<file path="config.mk">
export PLATFORM = sky130hd
export DESIGN_NAME = alu_seq
export DESIGN_NICKNAME = d
export VERILOG_FILES = /design/src/rtl/alu_seq.sv
export SDC_FILE = /design/constraint.sdc
export NUM_CORES = 1
export LEC_CHECK = 0
export BUFFER_PORTS_ARGS = -buffer_cell sky130_fd_sc_hd__buf_2
export CAP_MARGIN = 20
export CORE_ASPECT_RATIO = 0.9
export CORE_MARGIN = 5
export CORE_UTILIZATION = 40
export CTS_BUF_LIST = sky130_fd_sc_hd__clkbuf_16
export DETAILED_ROUTE_END_ITERATION = 10
export PLACE_DENSITY_LB_ADDON = 0.2
export SLEW_MARGIN = 0
export SYNTH_ARGS = -nofsm -noshare
export SYNTH_HDL_FRONTEND = slang
export SYNTH_SLANG_ARGS = --single-unit
</file>
<file path="constraint.sdc">
create_clock -name clk -period 4.4 [get_ports clk]
set_input_delay 0.22 -clock clk [delete_from_list [all_inputs] [get_ports clk]]
set_output_delay 0.22 -clock clk [all_outputs]
set_load 0.05 [all_outputs]
</file>
<file path="src/rtl/alu_seq.sv">
// alu_seq: request/response sequencer around a shared 32-bit ALU, iterating 1-bit shifts
module alu_seq (
  input  logic        clk,
  input  logic        rst,
  input  logic        start,
  input  logic [3:0]  op,
  input  logic [31:0] a,
  input  logic [31:0] b,
  output logic        busy,
  output logic        done,
  output logic [31:0] result,
  output logic        err,
  output logic [31:0] alu_a,
  output logic [31:0] alu_b,
  output logic [3:0]  alu_func,
  input  logic [31:0] alu_out
);
  localparam logic [1:0] IDLE = 2'd0, RUN = 2'd1, SHIFT = 2'd2;
  logic [1:0]  state;
  logic [31:0] acc, breg;
  logic [3:0]  opreg;
  logic [4:0]  cnt;
  logic        op_shift, reg_shift, reg_ill;
  assign op_shift  = op[3:2] == 2'b01;
  assign reg_shift = opreg[3:2] == 2'b01;
  assign reg_ill   = opreg[3:1] == 3'b001 || opreg[3:1] == 3'b111;
  assign busy      = state != IDLE;
  assign alu_a     = acc;
  assign alu_b     = breg;
  assign alu_func  = opreg;
  // accept a request, run one pass or feed the ALU output back once per remaining shift step
  always_ff @(posedge clk or posedge rst) begin
    if (rst) begin
      state  <= IDLE;
      acc    <= '0;
      breg   <= '0;
      opreg  <= '0;
      cnt    <= '0;
      result <= '0;
      err    <= 1'b0;
      done   <= 1'b0;
    end else begin
      done <= 1'b0;
      case (state)
        IDLE: if (start) begin
          acc   <= a;
          breg  <= b;
          opreg <= op;
          cnt   <= b[4:0];
          state <= op_shift && b[4:0] != 5'd0 ? SHIFT : RUN;
        end
        RUN: begin
          result <= reg_shift ? acc : reg_ill ? '0 : alu_out;
          err    <= reg_ill;
          done   <= 1'b1;
          state  <= IDLE;
        end
        SHIFT: begin
          acc <= alu_out;
          cnt <= cnt - 5'd1;
          if (cnt == 5'd1) begin
            result <= alu_out;
            err    <= 1'b0;
            done   <= 1'b1;
            state  <= IDLE;
          end
        end
        default: state <= IDLE;
      endcase
    end
  end
endmodule
</file>
## After elaboration in Yosys (flattened, before gate mapping)

Index checks and enable logic that the tools add are counted.

- Flip-flop bits (word level): 109
- Latch bits: 0
- Memory bits (writable): 0
- ROM bits: 0
- Bits of input ports: 103
- Output and inout bits: 103
- Logic and storage cells: 45
- Memories kept: 0

- Add/sub/neg operators: 1
- Multiply operators: 0
- Div/mod/pow operators: 0
- Order comparisons: 0
- Eq/ne operators: 9
- Shifts and indexed selects: 0
- Multiplexer cells: 16
- Bitwise gates (word level): 0
- Reduce and logical (&&, ||, !) cells: 11

Operators by type and width:

| kind | number |
|---|---|
| 32-bit two-way mux | 4 |
| 32-bit one-hot mux with 2 select lines | 2 |
| 5-bit one-hot mux with 2 select lines | 1 |
| 2-bit AND reduction | 4 |
| 2-bit by 1-bit == test with 1-bit output (second input constant) | 3 |
| 2-bit two-way mux | 3 |
| 2-bit nonzero test | 3 |
| 5-bit by 1-bit == test with 1-bit output (second input constant) | 1 |
| 5-bit two-way mux | 1 |
| 5-bit nonzero test | 1 |
| 5-bit by 1-bit subtractor with 5-bit output (second input constant) | 1 |
| 2-bit != test (second input constant) | 2 |
| 1-bit one-hot mux with 2 select lines | 2 |
| 2-bit one-hot mux with 2 select lines | 1 |
| 3-bit by 1-bit == test with 1-bit output (second input constant) | 1 |
| 3-bit == test (second input constant) | 1 |
| 2-bit == test (second input constant) | 1 |
| 2-bit logical NOT | 1 |
| 1-bit two-way mux | 2 |
| 1-bit logical AND | 1 |
| 1-bit logical OR | 1 |

## Logic depth before layout (Yosys ltp)

- Depth in word-level cells: 5
- Mapped depth: 9
- Depth with buffers taken out: 6

## Worst setup path before layout

Ideal clock, no wire load.

- Path type: flip-flop to flip-flop
- Start point: register state[0]
- End point: register acc[0] (netlist: alu_a[0])
- Data arrival time: 1.671 ns
- Path slack: 2.646 ns
- Stages on the path, launching flop included: 9
- Buffers on the path: 2
- Cell sequence: dfrtp_1 inv_1 ha_1 inv_1 a21oi_2 buf_2 buf_4 nand2_1 o21ai_0

- Word-level cells in the longest chain between the ends: 3
- Elaborated cells between the ends (all ways): 6
- Those cells by class: eq/ne (2); mux (1); reduce/logical (3)

Ends and longest elaborated chain:

| what | line | RTL |
|---|---|---|
| start: declaration | 19 | `logic [1:0] state;` |
| start signal: assignment | 50 | `state <= op_shift && b[4:0] != 5'd0 ? SHIFT : RUN;` |
| 2-bit == test / 2-bit logical NOT (equally long branches) | 44 | `case (state)` |
| 2-bit nonzero test (no line) / 2-bit != test (equally long branches) | n/a |  |
| 2-bit AND reduction (no line) | n/a |  |
| end signal: assignment | 59 | `acc <= alu_out;` |
| end: declaration | 20 | `logic [31:0] acc, breg;` |

Parallel ways exist; a longest one is shown, timed or not.
A chain may end at the register's enable or synchronous reset.

## Worst setup path in the final report

- Start point: register state[0]
- End point: register result[26]

- Word-level cells in the longest chain between the ends: 3
- Elaborated cells between the ends (all ways): 6
- Those cells by class: eq/ne (3); mux (1); reduce/logical (2)

Ends and longest elaborated chain:

| what | line | RTL |
|---|---|---|
| 2-bit == test / 2-bit by 1-bit == test with 1-bit output (equally long branches) | 44 |  |
| 2-bit != test (no line) / 2-bit nonzero test (equally long branches) | n/a |  |
| 2-bit AND reduction (no line) | n/a |  |
| end signal: assignment | 53 | `result <= reg_shift ? acc : reg_ill ? '0 : alu_out;` |
| end signal: assignment | 62 | `result <= alu_out;` |
| end: declaration | 11 | `output logic [31:0] result,` |

Parallel ways exist; a longest one is shown, timed or not.

==> metrics.txt <==
# Max-Cap Violations=0; Crit Reg-Reg Startpoint=state[0]$_DFFE_PP0P_; Mean Syn Cell Area=around 12 um^2; CP delay by family, top=compound AO/OA/AOI/OAI gates; cts hold-fix bufs=0; post-CTS sizing=0; Final Util=0.519; clock latency on the worst-skew pair=340 ps; Layout Nets=731; Syn-to-layout area delta=28.4%; Die Width=129 um; worst-margin pin slew=about 710 ps; drt first-iter violations=222; antenna viol nets, final=0; Synth Area in Compound Gates=0.184; HPWL Detailed=9.74 mm; commonest cells after routing, fill and taps aside=buf_2, dfrtp_1, inv_1, nand2_1, o21ai_0; Netlist Area Pre-Place=0.00507 mm^2; Max Transition Viols Final=0; Post-Synth Adder-Cell Area=0.0123; unrepaired setup endpoints after global routing=false; ant diodes=0; Buffers & Inverters on Critical Path=3; Gate Count Post-Synth=430; ranking of synthesized cells by area=dfrtp_1, a221oi_2, mux2_2, mux2i_1, o21ai_0; min Tclk post-route=2750 ps; Worst Path Required=4660 ps; core area=0.0125 mm^2; hold crit path type=in2async; # DRC=0; Vias=around 4.0k; final hold violations=6; cts bufs inserted=9; fraction of layout cells with a size suffix above 1=0.471; failing checks=hold timing; R2R Path End=result[26]$_DFFE_PP0P_; clk root buf=clkbuf_16; worst reg2reg path depth=7; CP max stage delay=620 ps; Rel. slew slack=0.529; main combinational cell family by area after synthesis=compound AO/OA/AOI/OAI gates; R2R Setup Slk=1650 ps; final wirelength=12.9 mm; pin count of the biggest net entering global routing=65; row count=39; Initial Util=0.404; Post-Synth XOR/XNOR Area=0.00173; vias per inst=roughly 5.0; sequential share of the synthesized area=0.538; Die Height=117 um; crit path kind=reg2reg; Critical Path Start Type=flip-flop; remaining global-route overflow=0; skew final=between 6 and 7 ps; Worst-path clk slew=70 ps; commonest non-fill, non-tap cell in the layout=buf_2; routed len/inst=16.3 um; Slowest-stage cell, CP=ha_2; critical path peak fanout=24; hold_ws=-0.888 ps; final period utilization=0.625; CTS tree=built; clock tree buffer depth=2; Clock Sinks=~110; status=finished with violations; CP arrival=around 3000 ps; Critical Path Sink Type=flip-flop; fmax=approximately 0.36 GHz; Net Count, Synth=538; Buffers on Ports=205; cell mode on critical path=inv_1; I/O pin total=206; Critical Path, Cell by Cell=inv_1 > ha_2 > inv_1 > a31oi_4 > buf_4 > a221oi_1 > a21oi_1; leading area contributor after synthesis=dfrtp_1; # H-tree levels=3; vias in the first global route=4,199; YS warnings=0; postcts setup bufs=0; setup_tns=0 ps; top-area cell type share of the netlist area=0.538; first-pass GRT wire length=21.1 mm; Simple-Gate Fraction of Synth Area=0.0568; DR pass1 iterations=7; Final setup viols=0; gr usage total=0.175; multiplexer area fraction after synthesis=0.143; synth unique cells=32; Placer Congestion=approximately 0.82; Seq cells post-synth=109; die area=0.0150 mm^2; initial antenna violation count=0
-- logic make-up (layout without fill, tap and decap cells) --
group                      Yosys count  count (layout)
buffers and inverters               69             267
and+or+nand+nor                     59              59
AOI/OAI and AO/OA                  119             119
xor gates and xnor gates             1               1
muxes                               68              68
DFF                                109             109
adders and majority gates            5               5
-- routing by layer --
metal	share of wire	routed length, um	track usage
met1	0.43	5500	0.225
met2	0.45	5820	0.275
met3	0.11	1490	0.0758
met4	0.0095	123	0.0406
met5	0	0	0
-- cells in the mapped netlist --
master	n
and2_0	1
buf_6	4
nor3b_2	1
nor4b_4	1
o211ai_1	1
buf_2	17
xnor2_1	1
a32o_1	1
nor2b_1	2
mux2i_1	32
or4_2	1
a221oi_1	4
a221oi_2	28
mux2_2	36
inv_1	39
nand2_1	41
a21oi_1	36
nor3b_1	2
nand3_1	5
a31oi_2	1
nand2b_1	4
ha_1	5
buf_4	4
o21ai_0	39
o22a_1	3
o22ai_1	3
a21oi_2	1
o2bb2ai_1	1
a21boi_1	1
clkbuf_1	5
nor3_1	1
dfrtp_1	109
-- state kept, by name, indices dropped and copies added, names as in the netlist --
register,flops
alu_func,4
done,1
alu_a,32
state,2
err,1
result,32
alu_b,32
cnt,5
-- worst register-to-register path, stage by stage (launching register included) --
cell	delay, ps
dfrtp_1	400
inv_1	90
ha_2	620
inv_1	200
a31oi_4	620
buf_4	440
a221oi_1	160
a21oi_1	150
-- worst max-delay path by stage --
stage                               from                     end  cells past startpoint
detailed placement  state[0]$_DFFE_PP0P_  result[26]$_DFFE_PP0P_                      7
CTS                 state[0]$_DFFE_PP0P_  result[26]$_DFFE_PP0P_                      7
floorplan                            rst    alu_a[0]$_DFFE_PP0P_                      1
global route        state[0]$_DFFE_PP0P_  result[26]$_DFFE_PP0P_                      7
global placement    state[0]$_DFFE_PP0P_  result[26]$_DFFE_PP0P_                      7
finish              state[0]$_DFFE_PP0P_  result[26]$_DFFE_PP0P_                      7
-- final cells by class --
cell class | count | area, um^2
well taps | 164 | 205
clock inverters | 7 | 60.1
fillers | 1145 | 6030
flip-flops and latches | 109 | 2730
multi-input cells | 252 | 2050
inverters | 39 | 149
repair buffers | 212 | 1090
clock buffers | 9 | 225
-- through the flow --
| step | area [um^2] | setup WS [ps] | hold slack [ps] | std cells |
|---|---|---|---|---|
| CTS | 6510 | 1590 | 26.4 | 792 |
| global route | 6510 | 1440 | 66.3 | 792 |
| finish | 6510 | 1650 | -0.888 | 792 |
| global placement | 6220 | 1700 | 394 | 776 |
| detailed placement | 6220 | 1600 | 395 | 776 |
| floorplan | 5070 | 1310 | 372 | 430 |
Power is not shown: default switching activity piles up to over one toggle a cycle in this logic, so the estimate is an artifact.
